===== src/rtl/csr_pkg.sv =====
// Shared CSR types: operations, addresses, privilege, mstatus bit positions,
// interrupt/exception codes and the trap sequencer state encoding.
package csr_pkg;

  localparam int Xlen              = 64;
  localparam int CauseInterruptBit = Xlen - 1;

  typedef enum logic [2:0] {
    CsrNone,
    CsrAccess,
    CsrEcall,
    CsrMret,
    CsrSret,
    CsrIllegalInstruction
  } csr_op_t;

  typedef enum logic [1:0] {
    User       = 2'b00,
    Supervisor = 2'b01,
    Machine    = 2'b11
  } privilege_mode_t;

  typedef enum logic [11:0] {
    Sstatus = 12'h100,
    Sepc    = 12'h141,
    Scause  = 12'h142,
    Stval   = 12'h143,
    Mstatus = 12'h300,
    Mepc    = 12'h341,
    Mcause  = 12'h342,
    Mtval   = 12'h343
  } csr_addr_t;

  typedef enum logic [3:0] {
    StatusSie  = 4'd1,
    StatusMie  = 4'd3,
    StatusSpie = 4'd5,
    StatusMpie = 4'd7,
    StatusSpp  = 4'd8,
    StatusMpp  = 4'd11
  } status_t;

  localparam int MstatusSie  = int'(StatusSie);
  localparam int MstatusMie  = int'(StatusMie);
  localparam int MstatusSpie = int'(StatusSpie);
  localparam int MstatusMpie = int'(StatusMpie);
  localparam int MstatusSpp  = int'(StatusSpp);
  localparam int MstatusMpp  = int'(StatusMpp);  // two bits: [12:11]

  typedef enum logic [3:0] {
    IrqSsi = 4'd1,
    IrqMsi = 4'd3,
    IrqSti = 4'd5,
    IrqMti = 4'd7,
    IrqSei = 4'd9,
    IrqMei = 4'd11
  } interrupt_t;

  typedef enum logic [3:0] {
    ExcIllegalInstr = 4'd2,
    ExcEcallU       = 4'd8,
    ExcEcallS       = 4'd9,
    ExcEcallM       = 4'd11
  } exception_t;

  // Highest priority first.
  localparam interrupt_t IrqPriority [6] = '{IrqMei, IrqMsi, IrqMti, IrqSei, IrqSsi, IrqSti};

  typedef enum logic [2:0] {
    SeqIdle,
    SeqEpc,
    SeqCause,
    SeqTval,
    SeqStatus,
    SeqDone
  } seq_state_t;

endpackage


===== src/rtl/csr_irq_select.sv =====
// Combinational pick of the highest-priority interrupt that is pending, enabled
// and allowed to trap at the current privilege; reports its code and target mode.
module csr_irq_select
  import csr_pkg::*;
(
  input  logic [11:0]     pending,
  input  logic [11:0]     enable,
  input  logic [11:0]     deleg,
  input  privilege_mode_t priv,
  input  logic            mstatus_mie,
  input  logic            mstatus_sie,
  output logic            valid,
  output interrupt_t      code,
  output privilege_mode_t target
);

  logic [11:0] active;
  logic        m_taken;
  logic        s_taken;

  always_comb begin
    valid   = 1'b0;
    code    = IrqMei;
    target  = Machine;
    active  = pending & enable;
    m_taken = (priv != Machine) || mstatus_mie;
    s_taken = (priv == User) || ((priv == Supervisor) && mstatus_sie);
    // Walk lowest to highest so the highest takeable interrupt is written last.
    for (int i = 5; i >= 0; i--) begin
      if (active[IrqPriority[i]] && (deleg[IrqPriority[i]] ? s_taken : m_taken)) begin
        valid  = 1'b1;
        code   = IrqPriority[i];
        target = deleg[IrqPriority[i]] ? Supervisor : Machine;
      end
    end
  end

endmodule


===== src/rtl/csr_trap_sequencer.sv =====
// Sequences trap entry (4 CSR writes + redirect) and MRET/SRET (1 write + redirect); core stalls on busy.
// Optional CSR_VECTORED_TRAP_EN: vectored xtvec mode sends interrupts to base + 4*code.
module csr_trap_sequencer
  import csr_pkg::*;
#(
  parameter int XLEN = 64
) (
  input  logic            clock,
  input  logic            reset,
  input  logic            instr_valid,
  input  csr_op_t         csr_op,
  input  logic [XLEN-1:0] pc,
  input  logic [31:0]     instr,
  input  logic [XLEN-1:0] mstatus,
  input  logic [XLEN-1:0] mie,
  input  logic [XLEN-1:0] mip,
  input  logic [XLEN-1:0] mideleg,
  input  logic [XLEN-1:0] medeleg,
  input  logic [XLEN-1:0] mtvec,
  input  logic [XLEN-1:0] stvec,
  input  logic [XLEN-1:0] mepc,
  input  logic [XLEN-1:0] sepc,
  output logic            csr_we,
  output csr_addr_t       csr_waddr,
  output logic [XLEN-1:0] csr_wdata,
  output logic            busy,
  output logic            redirect,
  output logic [XLEN-1:0] redirect_pc,
  output privilege_mode_t privilege_mode
);

  seq_state_t      state_q, state_n;
  privilege_mode_t priv_q, npriv_q, npriv_n, irq_target;
  interrupt_t      irq_code;
  logic            irq_vld;

  logic            take, is_ret, is_irq, to_s, ill_ret;
  logic [3:0]      code;
  logic [XLEN-1:0] tval_n, status_n, rpc_n, tvec, cause_n;

  logic            to_s_q;
  logic [XLEN-1:0] epc_q, cause_q, tval_q, status_q, rpc_q;

  logic            unused_bits;
  assign unused_bits = ^{mip[XLEN-1:12], mie[XLEN-1:12], mideleg[XLEN-1:12],
                         medeleg[XLEN-1:16], tvec[1:0]};

  csr_irq_select u_irq_select (
    .pending     (mip[11:0]),
    .enable      (mie[11:0]),
    .deleg       (mideleg[11:0]),
    .priv        (priv_q),
    .mstatus_mie (mstatus[MstatusMie]),
    .mstatus_sie (mstatus[MstatusSie]),
    .valid       (irq_vld),
    .code        (irq_code),
    .target      (irq_target)
  );

  // Decision and every value the sequence needs, evaluated against current inputs.
  always_comb begin
    take     = 1'b0;
    is_ret   = 1'b0;
    is_irq   = 1'b0;
    to_s     = 1'b0;
    code     = 4'd0;
    tval_n   = '0;
    status_n = mstatus;
    rpc_n    = '0;
    tvec     = mtvec;
    npriv_n  = Machine;
    ill_ret  = ((csr_op == CsrMret) && (priv_q != Machine)) ||
               ((csr_op == CsrSret) && (priv_q == User));

    if (ill_ret || (csr_op == CsrIllegalInstruction)) begin
      take   = 1'b1;
      code   = ExcIllegalInstr;
      tval_n = XLEN'(instr);
    end else if (csr_op == CsrEcall) begin
      take = 1'b1;
      code = (priv_q == User) ? ExcEcallU : (priv_q == Supervisor) ? ExcEcallS : ExcEcallM;
    end else if (irq_vld) begin
      take   = 1'b1;
      is_irq = 1'b1;
      code   = irq_code;
    end else if (csr_op == CsrMret) begin
      is_ret                       = 1'b1;
      status_n[MstatusMie]         = mstatus[MstatusMpie];
      status_n[MstatusMpie]        = 1'b1;
      status_n[MstatusMpp +: 2]    = User;
      npriv_n                      = privilege_mode_t'(mstatus[MstatusMpp +: 2]);
      rpc_n                        = mepc;
    end else if (csr_op == CsrSret) begin
      is_ret                = 1'b1;
      to_s                  = 1'b1;
      status_n[MstatusSie]  = mstatus[MstatusSpie];
      status_n[MstatusSpie] = 1'b1;
      status_n[MstatusSpp]  = 1'b0;
      npriv_n               = mstatus[MstatusSpp] ? Supervisor : User;
      rpc_n                 = sepc;
    end

    if (take) begin
      to_s = is_irq ? (irq_target == Supervisor) : (medeleg[code] && (priv_q != Machine));
      if (to_s) begin
        status_n[MstatusSpie] = mstatus[MstatusSie];
        status_n[MstatusSie]  = 1'b0;
        status_n[MstatusSpp]  = priv_q[0];
      end else begin
        status_n[MstatusMpie]     = mstatus[MstatusMie];
        status_n[MstatusMie]      = 1'b0;
        status_n[MstatusMpp +: 2] = priv_q;
      end
      npriv_n = to_s ? Supervisor : Machine;
      tvec    = to_s ? stvec : mtvec;
      rpc_n   = {tvec[XLEN-1:2], 2'b00};
`ifdef CSR_VECTORED_TRAP_EN
      if (is_irq && (tvec[1:0] == 2'b01)) rpc_n = rpc_n + XLEN'({code, 2'b00});
`endif
    end

    cause_n             = XLEN'(code);
    cause_n[XLEN-1]     = is_irq;
  end

  always_ff @(posedge clock) begin
    if (reset) begin
      state_q  <= SeqIdle;
      priv_q   <= Machine;
      npriv_q  <= Machine;
      to_s_q   <= 1'b0;
      epc_q    <= '0;
      cause_q  <= '0;
      tval_q   <= '0;
      status_q <= '0;
      rpc_q    <= '0;
    end else begin
      state_q <= state_n;
      if ((state_q == SeqIdle) && instr_valid && (take || is_ret)) begin
        npriv_q  <= npriv_n;
        to_s_q   <= to_s;
        epc_q    <= pc;
        cause_q  <= cause_n;
        tval_q   <= tval_n;
        status_q <= status_n;
        rpc_q    <= rpc_n;
      end
      if (state_q == SeqDone) priv_q <= npriv_q;
    end
  end

  always_comb begin
    state_n   = state_q;
    csr_we    = 1'b0;
    csr_waddr = Mstatus;
    csr_wdata = '0;
    redirect  = 1'b0;
    case (state_q)
      SeqIdle: begin
        if (instr_valid && take)        state_n = SeqEpc;
        else if (instr_valid && is_ret) state_n = SeqStatus;
      end
      SeqEpc: begin
        csr_we    = 1'b1;
        csr_waddr = to_s_q ? Sepc : Mepc;
        csr_wdata = epc_q;
        state_n   = SeqCause;
      end
      SeqCause: begin
        csr_we    = 1'b1;
        csr_waddr = to_s_q ? Scause : Mcause;
        csr_wdata = cause_q;
        state_n   = SeqTval;
      end
      SeqTval: begin
        csr_we    = 1'b1;
        csr_waddr = to_s_q ? Stval : Mtval;
        csr_wdata = tval_q;
        state_n   = SeqStatus;
      end
      SeqStatus: begin
        csr_we    = 1'b1;
        csr_waddr = to_s_q ? Sstatus : Mstatus;
        csr_wdata = status_q;
        state_n   = SeqDone;
      end
      SeqDone: begin
        redirect = 1'b1;
        state_n  = SeqIdle;
      end
      default: state_n = SeqIdle;
    endcase
  end

  assign busy           = (state_q != SeqIdle);
  assign redirect_pc    = rpc_q;
  assign privilege_mode = priv_q;

endmodule


===== config.mk =====
export PLATFORM = sky130hd
export DESIGN_NAME = csr_trap_sequencer
export DESIGN_NICKNAME = d
export VERILOG_FILES = /design/src/rtl/csr_pkg.sv /design/src/rtl/csr_irq_select.sv /design/src/rtl/csr_trap_sequencer.sv
export SDC_FILE = /design/constraint.sdc
export NUM_CORES = 1
export LEC_CHECK = 0
export ABC_AREA = 0
export CELL_PAD_IN_SITES_DETAIL_PLACEMENT = 1
export CELL_PAD_IN_SITES_GLOBAL_PLACEMENT = 1
export CORE_AREA = 4 4 318 320
export DETAILED_ROUTE_END_ITERATION = 8
export DIE_AREA = 0 0 322 324
export GPL_ROUTABILITY_DRIVEN = 0
export HOLD_SLACK_MARGIN = 0.12
export PLACE_DENSITY_LB_ADDON = 0.1
export SLEW_MARGIN = 20
export SYNTH_ARGS = -nofsm -noshare
export SYNTH_HDL_FRONTEND = slang
export SYNTH_SLANG_ARGS = --single-unit

===== constraint.sdc =====
create_clock -name clock -period 7.6 [get_ports clock]
set_input_delay 1.52 -clock clock [delete_from_list [all_inputs] [get_ports clock]]
set_output_delay 1.52 -clock clock [all_outputs]
set_load 0.1 [all_outputs]

==> results.sh, run 1 <==
export IMPL_vias=13300
export IMPL_final_nets=2661
export IMPL_synth_area_um2=11800
export IMPL_core_area_um2=98100
export IMPL_ys_warn_count=0
export IMPL_timing_final_crit_share_pct=73.3
export IMPL_use_met3_pct=5.95
export IMPL_io_pins=823
export IMPL_dp_hpwl_um=58700
export IMPL_ant_nets=0
export IMPL_clock_sinks=237
export IMPL_synth_area_per_cell_um2=7.92
export IMPL_critPathMaxFanout=31
export IMPL_grt_remaining_overflow=0
export IMPL_drt_iter0_drc=448
export IMPL_synth_distinct_cells=66
export IMPL_cp_arrival_ns=4.05
export IMPL_power_density_nw_per_um2=277
export IMPL_syn_inst=1484
export IMPL_fmax_mhz=179
export IMPL_synth_edf_count=0
export IMPL_status="complete, no violations"
export IMPL_cts_root_buf="clkbuf_16"
export IMPL_die_w_um=322
export IMPL_wl_um=78200
export IMPL_hold_path_class="reg2reg"
export IMPL_critPathCaptureType="output pin"
export IMPL_layout_drive_gt1_share_pct=5.24
export IMPL_num_rows=115
export IMPL_grt_util_all_layers_pct=14.3
export IMPL_wl_per_cell_um=23.7
export IMPL_critPathLaunchType="flip-flop"
export IMPL_grt_pass1_wl_um=108000
export IMPL_fin_skew_ns=0.00870
export IMPL_area_delta_synth_final_pct=70.1
export IMPL_ir_drop_mv=0.132
export IMPL_finalPower_mw=5.54
export IMPL_grt_max_degree=126
export IMPL_rsz0062_at_grt="no"
export IMPL_path_clk_slew_ns=0.05
export IMPL_synthFlopType="dfxtp_1"
export IMPL_antenna_found_initial=58
export IMPL_cts_hold_buffers=0
export IMPL_clock_latency_ns=0.55
export IMPL_ys_seq_elements=237
export IMPL_htreeDepth=2
export IMPL_tightestPinTransition_ns=1.16
export IMPL_required_ns=6.08
export IMPL_ys_seq_area_share_pct=40.4
export IMPL_post_cts_resized=0
export IMPL_first_global_vias=14300
export IMPL_portBuffers=580
export IMPL_slew_violations=0
export IMPL_total_leakage_power_nw=6.80
export IMPL_cts_tree="built"
export IMPL_die_area_um2=104000
export IMPL_gr_usage_met1_pct=16.0
export IMPL_maxCapViolCount=0
export IMPL_cts_buffer_depth=3
export IMPL_fp_dieH_um=324
export IMPL_max_slew_margin_pct=22.4
export IMPL_post_cts_buffers=0
export IMPL_drc=0
export IMPL_tns_ns=0
export IMPL_initial_core_util_pct=12.0
export IMPL_cts_made_buffers=38
export IMPL_critPathKind="reg2out"
export IMPL_vias_per_cell=4.02
export IMPL_post_route_min_period_ns=5.57
export IMPL_postSynth_asyncResetShare_pct=0
export IMPL_grt_busiest_layer="met2"
export IMPL_drt_pass1_iterations=4
export IMPL_setup_violations=0
export IMPL_gr_usage_met2_pct=25.8
export IMPL_hold_viol=0
export IMPL_fin_util_pct=20.4
[report_power, final]
group	leakage, nW	switching, mW	internal, mW	total [mW]
clock	0.588	0.666	1.07	1.74
sequential	1.94	0.108	1.43	1.53
combinational	4.28	1.61	0.655	2.27
total	6.80	2.39	3.15	5.54
[routing by layer]
metal  part of all wire (%)  vias to the layer above
li1                       -                     6339
met1                     39                     6306
met2                     50                      472
met3                    9.0                      135
met4                    1.9                       30
met5                   0.29                        -
[metrics by stage]
stage | std cells | hold WS [ns] | setup WS [ns] | instance area, µm²
floorplan | 1490 | 0.428 | 2.69 | 11800
global placement | 3230 | 0.439 | 1.85 | 18800
detailed placement | 3230 | 0.447 | 1.84 | 18800
CTS | 3290 | 0.445 | 1.92 | 20000
global route | 3292 | 0.466 | 1.83 | 20000
finish | 3301 | 0.451 | 2.03 | 20000
[logic make-up after synthesis]
group / count (synthesis) / synth area share (%)
other: 2 / 0.0639
XOR/XNOR: 1 / 0.0745
buffers and inverters: 155 / 6.04
AND/OR/NAND/NOR: 577 / 23.0
multiplexers: 36 / 3.11
AO/OA/AOI/OAI: 476 / 27.3
flip-flops: 237 / 40.4
[sequential cells by signal, indices dropped and copies added (netlist names)]
register        count
epc_q              64
redirect_pc        64
status_q           64
tval_q             32
cause_q             5
state_q             3
npriv_q             2
privilege_mode      2
to_s_q              1
[cells in the mapped netlist (all sizes together), types with 10 or more instances]
master,count,area [µm²]
nand3,38,190
clkbuf,116,435
a221oi,67,604
buf,33,253
dfxtp,237,4740
nand3b,10,75.1
or3b,63,552
o21ai,44,220
a21oi,163,820
mux2i,32,320
nand2,392,1470
a22o,31,272
nor2,27,104
a31oi,63,394
o21bai,64,480
[worst max-delay path, stage by stage, from the launching register on]
cell and delay, ns:
dfxtp_1 0.51, nand2b_2 0.74, nor2_2 0.24, buf_4 0.44, a22o_1 0.22, clkdlybuf4s50_1 1.26
[path summary, 6_finish.rpt]
kind | from | to | cells past startpoint | slack [ns]
max | state_q[2]$_SDFFE_PP0P_ | csr_wdata[38] | 5 | 2.03
min | tval_q[9]$_SDFFE_PP0P_ | tval_q[9]$_SDFFE_PP0P_ | 2 | 0.45
max reg2reg | privilege_mode[1]$_SDFFE_PP1P_ | cause_q[2]$_SDFFE_PP0P_ | 10 | 3.31
min reg2reg | tval_q[9]$_SDFFE_PP0P_ | tval_q[9]$_SDFFE_PP0P_ | 2 | 0.45
[cell usage in the layout (no fill, tap or decap), types with 4 or more instances in the layout]
cell type	n
a211o_1	7
a21oi_1	162
a221oi_1	66
a22o_1	31
a22oi_1	5
a31oi_1	63
buf_12	5
buf_4	20
clkbuf_1	8
clkbuf_16	39
clkbuf_8	9
clkdlybuf4s50_1	574
conb_1	8
dfxtp_1	236
diode_2	11
inv_1	6
mux2_2	4
mux2i_1	32
nand2_1	392
nand3_1	38
nand3b_1	10
nand4_1	5
nor2_1	23
nor2b_1	6
nor3_1	8
o21ai_0	40
o21ai_1	4
o21bai_1	64
or3_1	5
or3b_1	63
[cell type report]
cell class | count | area, µm²
Inverter | 6 | 22.5
Sequential cell | 237 | 4750
Multi-Input combinational cell | 1098 | 6380
Clock inverter | 5 | 78.8
Timing Repair Buffer | 602 | 6020
Antenna cell | 11 | 27.5
Fill cell | 11500 | 78100
Tap cell | 1287 | 1610
Clock buffer | 55 | 1120
Note: power is estimated with default switching activity, not from simulation.
==> inputs of run 2 (changes only) <==
--- a/config.mk
+++ b/config.mk
@@ -8,9 +8,9 @@
 export ABC_AREA = 0
 export CELL_PAD_IN_SITES_DETAIL_PLACEMENT = 1
 export CELL_PAD_IN_SITES_GLOBAL_PLACEMENT = 1
-export CORE_AREA = 4 4 318 320
+export CORE_AREA = 4 4 321 323
 export DETAILED_ROUTE_END_ITERATION = 8
-export DIE_AREA = 0 0 322 324
+export DIE_AREA = 0 0 325 327
 export GPL_ROUTABILITY_DRIVEN = 0
 export HOLD_SLACK_MARGIN = 0.12
 export PLACE_DENSITY_LB_ADDON = 0.1
==> constraint.sdc (replaced) <==
create_clock -name clock -period 5.65 [get_ports clock]
set_input_delay 1.13 -clock clock [delete_from_list [all_inputs] [get_ports clock]]
set_output_delay 1.13 -clock clock [all_outputs]
set_load 0.1 [all_outputs]
==> run 2 against run 1 <==
Die area up 1.9%; non-clock buffer count up 10; combinational power is 37% higher; register-to-register slack worse by 1.6 ns; via count rose by 0.56%; clock skew is 0.017 ns higher; cell count increased by 0.55%; sequential power increased by 36%; critical path depth is 1 lower; clock-buffer cell count is 9 lower; global-route usage hardly changed; first-iteration DRC count rose by 0.22%; highest routed layer unchanged.
==> results.sh, run 2 (synthesis results as in run 1) <==
export IMPL_tns_ns=0
export IMPL_fp_dieH_um=327
export IMPL_dp_hpwl_um=60300
export IMPL_htreeDepth=2
export IMPL_cts_made_buffers=37
export IMPL_clock_latency_ns=0.56
export IMPL_antenna_found_initial=53
export IMPL_r2r_end="redirect_pc[52]$_SDFFE_PP0P_"
export IMPL_layout_drive_gt1_share_pct=7.75
export IMPL_cts_tree="built"
export IMPL_hold_viol=0
export IMPL_seqPwrFrac_pct=27.3
export IMPL_drt_iter0_drc=449
export IMPL_num_rows=116
export IMPL_grt_pass1_wl_um=111000
export IMPL_vias=13400
export IMPL_reg2reg_slack_ns=1.67
export IMPL_r2r_start="privilege_mode[0]$_SDFFE_PP1P_"
export IMPL_design_area_um2=20100
export IMPL_p_int_mw=4.35
export IMPL_stdcell_count=3319
export IMPL_portBuffers=580
export IMPL_combPwrFrac_pct=40.8
export IMPL_wl_um=78800
export IMPL_post_route_min_period_ns=4.56
export IMPL_final_nets=2670
export IMPL_fin_util_pct=20.2
export IMPL_status="complete, no violations"
export IMPL_tightestPinTransition_ns=1.19
export IMPL_grt_max_degree=97
export IMPL_power_frac_clock_pct=31.9
export IMPL_cp_arrival_ns=3.43
export IMPL_ir_drop_mv=0.164
export IMPL_netSwitchingFraction_pct=42.9
export IMPL_die_area_um2=106000
export IMPL_post_cts_buffers=0
export IMPL_final_cell_mix="clkdlybuf4s50_1, nand2_1, dfxtp_1"
export IMPL_slew_violations=0
export IMPL_vias_per_cell=4.02
export IMPL_hold_path_class="reg2reg"
export IMPL_critPathCaptureType="output pin"
export IMPL_cts_root_buf="clkbuf_16"
export IMPL_reg2reg_depth=10
export IMPL_die_w_um=325
export IMPL_power_density_nw_per_um2=378
export IMPL_drc=0
export IMPL_critPathKind="reg2out"
export IMPL_crit_path_end="csr_wdata[54]"
export IMPL_clock_sinks=237
export IMPL_post_cts_resized=0
export IMPL_first_global_vias=14300
export IMPL_placed_cells=3251
export IMPL_total_leakage_power_nw=6.98
export IMPL_mostFrequentLayoutCell="clkdlybuf4s50_1"
export IMPL_fin_skew_ns=0.0254
export IMPL_rsz0062_at_grt="no"
export IMPL_critPathLaunchType="flip-flop"
export IMPL_timing_final_crit_share_pct=80.6
export IMPL_p_sw_mw=3.26
export IMPL_drt_pass1_iterations=4
export IMPL_path_clk_slew_ns=0.06
export IMPL_critPathMaxFanout=15
export IMPL_setup_violations=0
export IMPL_required_ns=4.52
export IMPL_grt_util_all_layers_pct=14.3
export IMPL_ant_nets=0
export IMPL_setup_worst_path_start="state_q[0]$_SDFFE_PP0P_"
export IMPL_whs_ns=0.452
export IMPL_postPlaceCellArea_um2=18900
export IMPL_maxCapViolCount=0
export IMPL_grt_remaining_overflow=0
export IMPL_io_pins=823
export IMPL_initial_core_util_pct=11.8
export IMPL_fmax_mhz=219
export IMPL_wl_per_cell_um=23.7
export IMPL_cts_buffer_depth=3
export IMPL_area_delta_synth_final_pct=71.3
export IMPL_core_area_um2=99900
export IMPL_cts_hold_buffers=0
export IMPL_max_slew_margin_pct=20.5
## run 2: cell types whose count changed in the layout (fill, tap and decap cells not counted), sizes merged
cell	delta
diode	-4
clkdlybuf4s50	-36
clkbuf	-9
inv	+2
clkinvlp	+1
bufinv	+3
buf	+46
clkinv	+4
## run 2: worst min-delay path by stage
stage,startpoint,end,cells past startpoint
5_1_grt,epc_q[31]$_SDFFE_PP0P_,epc_q[31]$_SDFFE_PP0P_,2
4_1_cts,tval_q[27]$_SDFFE_PP0P_,tval_q[27]$_SDFFE_PP0P_,2
3_5_place_dp,epc_q[18]$_SDFFE_PP0P_,epc_q[18]$_SDFFE_PP0P_,2
6_report,tval_q[27]$_SDFFE_PP0P_,tval_q[27]$_SDFFE_PP0P_,2
3_3_place_gp,tval_q[14]$_SDFFE_PP0P_,tval_q[14]$_SDFFE_PP0P_,2
2_1_floorplan,npriv_q[0]$_SDFFE_PP1P_,npriv_q[0]$_SDFFE_PP1P_,1
## run 2: metrics by stage
step	setup WS, ns	power [mW]
detailed placement	0.666	5.29
global route	0.825	8.07
finish	1.09	7.61
CTS	0.864	7.84
global placement	0.746	5.27
floorplan	1.13	4.05
## run 2: routing by layer
layer	GRT usage, %	up-vias	part of all wire, %
met2	24.3	491	47
met1	16.9	6354	42
li1	-	6352	-
met4	3.15	28	2.1
met5	0	-	0.23
met3	5.95	131	8.7
## run 2: area by class of cell
| cell class | count | area [µm²] |
|---|---|---|
| Clock inverter | 15 | 225 |
| Fill cell | 11800 | 79700 |
| Sequential cell | 237 | 4750 |
| Timing Repair Buffer | 612 | 6110 |
| Clock buffer | 46 | 1010 |
| Antenna cell | 7 | 17.5 |
| Multi-Input combinational cell | 1098 | 6390 |
| Tap cell | 1298 | 1620 |
| Inverter | 6 | 22.5 |
## run 2: power groups by stage
stage / combinational (mW) / clock, mW / sequential, mW
floorplan: 1.29 / 0 / 2.76
finish: 3.10 / 2.43 / 2.08
CTS: 3.19 / 2.57 / 2.08
global route: 3.34 / 2.62 / 2.11
detailed placement: 3.18 / 0 / 2.11
global placement: 3.17 / 0 / 2.10
## run 2: worst max-delay path, cell delays in order, from the launching register on
cell and delay (ns):
dfxtp_1 0.55, nand2b_2 0.39, nor2_4 0.53, a22o_1 0.24, clkdlybuf4s50_1 1.14
==> inputs of run 3 (changes only) <==
==> constraint.sdc (replaced) <==
create_clock -name clock -period 4.7 [get_ports clock]
set_input_delay 0.94 -clock clock [delete_from_list [all_inputs] [get_ports clock]]
set_output_delay 0.94 -clock clock [all_outputs]
set_load 0.1 [all_outputs]
==> run 3 against run 2 <==
Combinational power rose by 19%; clock-buffer cell count rose by 10; critical path depth up 8; design area is 0.15% lower; worst setup slack got worse by 0.28 ns; register-to-register slack lost 0.71 ns; non-clock buffer count is 8 higher; via count increased by 0.43%; routed wire length is 0.13% higher; global-route usage hardly changed; sequential power increased by 21%; clock power grew 9.9%; critical path type is now in2reg; largest cell class unchanged.
==> results.sh, run 3 (synthesis results as in run 1) <==
export IMPL_cts_root_buf="clkbuf_16"
export IMPL_num_rows=116
export IMPL_cts_tree="built"
export IMPL_ir_drop_mv=0.199
export IMPL_cp_arrival_ns=4.33
export IMPL_reg2reg_slack_ns=0.96
export IMPL_clock_latency_ns=0.56
export IMPL_mostFrequentLayoutCell="clkdlybuf4s50_1"
export IMPL_grt_max_degree=107
export IMPL_grt_busiest_layer="met2"
export IMPL_path_depth=12
export IMPL_power_frac_clock_pct=30.0
export IMPL_total_leakage_power_nw=7.02
export IMPL_p_sw_mw=3.90
export IMPL_post_route_min_period_ns=3.88
export IMPL_layout_drive_gt1_share_pct=9.33
export IMPL_grt_util_all_layers_pct=14.3
export IMPL_post_cts_buffers=0
export IMPL_dp_hpwl_um=60500
export IMPL_netSwitchingFraction_pct=43.9
export IMPL_critPathKind="in2reg"
export IMPL_vias=13400
export IMPL_reg2reg_depth=11
export IMPL_required_ns=5.15
export IMPL_critPathCaptureType="flip-flop"
export IMPL_core_area_um2=99900
export IMPL_final_cell_mix="clkdlybuf4s50_1, nand2_1, dfxtp_1"
export IMPL_status="complete, no violations"
export IMPL_drt_iter0_drc=488
export IMPL_path_buf_inv=3
export IMPL_ant_nets=0
export IMPL_path_clk_slew_ns=0.05
export IMPL_gr_usage_met2_pct=23.8
export IMPL_grt_pass1_wl_um=111000
export IMPL_die_area_um2=106000
export IMPL_r2r_start="privilege_mode[0]$_SDFFE_PP1P_"
export IMPL_final_nets=2678
export IMPL_setup_worst_path_start="mstatus[3]"
export IMPL_fp_dieH_um=327
export IMPL_critPathLaunchType="input pin"
export IMPL_fmax_mhz=258
export IMPL_drc=0
export IMPL_portBuffers=580
export IMPL_design_area_um2=20100
export IMPL_fin_util_pct=20.1
export IMPL_maxCapViolCount=0
export IMPL_hold_path_class="reg2reg"
export IMPL_combPwrFrac_pct=41.6
export IMPL_gr_usage_met1_pct=16.5
export IMPL_wl_um=78900
export IMPL_cts_hold_buffers=0
export IMPL_setup_violations=0
export IMPL_timing_final_crit_share_pct=82.6
export IMPL_htreeDepth=2
export IMPL_max_stage_delay_ns=0.67
export IMPL_path_cells="clkdlybuf4s50_1 > nor2b_1 > o21ai_1 > a221oi_4 > o221a_4 > a211o_1 > a211oi_2 > o31ai_4 > buf_12 > buf_4 > or3b_1 > a311oi_1"
export IMPL_tns_ns=0
export IMPL_r2r_end="status_q[7]$_SDFFE_PP0P_"
export IMPL_critPathSlowestCell="clkdlybuf4s50_1"
export IMPL_postPlaceCellArea_um2=18900
export IMPL_vias_per_cell=4.01
export IMPL_seqPwrFrac_pct=28.4
export IMPL_cts_buffer_depth=3
export IMPL_initial_core_util_pct=11.8
export IMPL_post_cts_resized=0
export IMPL_crit_family="compound AO/OA/AOI/OAI gates"
export IMPL_cts_made_buffers=37
export IMPL_wl_per_cell_um=23.6
export IMPL_use_met3_pct=6.45
export IMPL_max_slew_margin_pct=22.7
export IMPL_die_w_um=325
export IMPL_clock_sinks=237
export IMPL_slew_violations=0
export IMPL_area_delta_synth_final_pct=71.1
export IMPL_antenna_found_initial=56
export IMPL_fin_skew_ns=0.0258
export IMPL_power_density_nw_per_um2=442
export IMPL_io_pins=823
export IMPL_crit_path_end="status_q[11]$_SDFFE_PP0P_"
export IMPL_p_int_mw=4.99
export IMPL_drt_pass1_iterations=5
export IMPL_rsz0062_at_grt="no"
export IMPL_tightestPinTransition_ns=1.16
export IMPL_hold_viol=0
export IMPL_grt_remaining_overflow=0
export IMPL_first_global_vias=14400
export IMPL_critPathMaxFanout=22
run 3: changes by cell type in the layout (fill, tap and decap cells not counted), sizes merged:
cell,before,now
clkbuf,47,57
clkdlybuf4s50,538,508
clkinvlp,1,2
buf,73,111
clkinv,6,3
diode,7,26
bufinv,5,0
run 3: final cells by class:
| class | count | area, µm² |
|---|---|---|
| Antenna cell | 26 | 65.1 |
| Clock buffer | 56 | 1070 |
| Clock inverter | 8 | 67.6 |
| Fill cell | 11700 | 79700 |
| Inverter | 6 | 22.5 |
| Multi-Input combinational cell | 1098 | 6390 |
| Sequential cell | 237 | 4750 |
| Tap cell | 1298 | 1620 |
| Timing Repair Buffer | 620 | 6130 |
run 3: routing by layer:
layer	vias to the layer above	share of wire, %
met4	32	2.8
li1	6390	-
met5	-	0.30
met2	469	47
met3	124	9.8
met1	6398	40
run 3: worst reg2reg max path, stage by stage, from the launching register on:
cell,delay (ns)
dfxtp_1,0.81
nor2b_4,0.35
nor2_1,0.11
a221oi_4,0.44
o221a_4,0.31
mux2i_1,0.09
a221o_1,0.33
o31ai_4,0.33
buf_12,0.24
buf_4,0.22
nor2_1,0.08
a311o_1,0.31
run 3: through the flow:
step | power, mW | instances | setup WS, ns | hold slack, ns
2_1_floorplan | 4.87 | 1490 | 0.372 | 0.428
3_3_place_gp | 6.33 | 3259 | 0.295 | 0.439
3_5_place_dp | 6.35 | 3259 | 0.226 | 0.446
4_1_cts | 9.17 | 3323 | 0.605 | 0.453
5_1_grt | 9.43 | 3331 | 0.546 | 0.471
6_report | 8.89 | 3349 | 0.817 | 0.451
run 3: power groups by stage:
stage | sequential [mW] | clock, mW | combinational [mW]
floorplan | 3.32 | 0 | 1.55
global placement | 2.56 | 0 | 3.77
detailed placement | 2.57 | 0 | 3.78
CTS | 2.53 | 2.85 | 3.79
global route | 2.57 | 2.90 | 3.96
finish | 2.52 | 2.67 | 3.70
run 3: how the worst min path moves through the flow:
stage | from | endpoint | cells after the start
finish | tval_q[3]$_SDFFE_PP0P_ | tval_q[3]$_SDFFE_PP0P_ | 2
global route | epc_q[62]$_SDFFE_PP0P_ | epc_q[62]$_SDFFE_PP0P_ | 2
CTS | tval_q[3]$_SDFFE_PP0P_ | tval_q[3]$_SDFFE_PP0P_ | 2
detailed placement | tval_q[24]$_SDFFE_PP0P_ | tval_q[24]$_SDFFE_PP0P_ | 2
global placement | tval_q[15]$_SDFFE_PP0P_ | tval_q[15]$_SDFFE_PP0P_ | 2
floorplan | npriv_q[0]$_SDFFE_PP1P_ | npriv_q[0]$_SDFFE_PP1P_ | 1
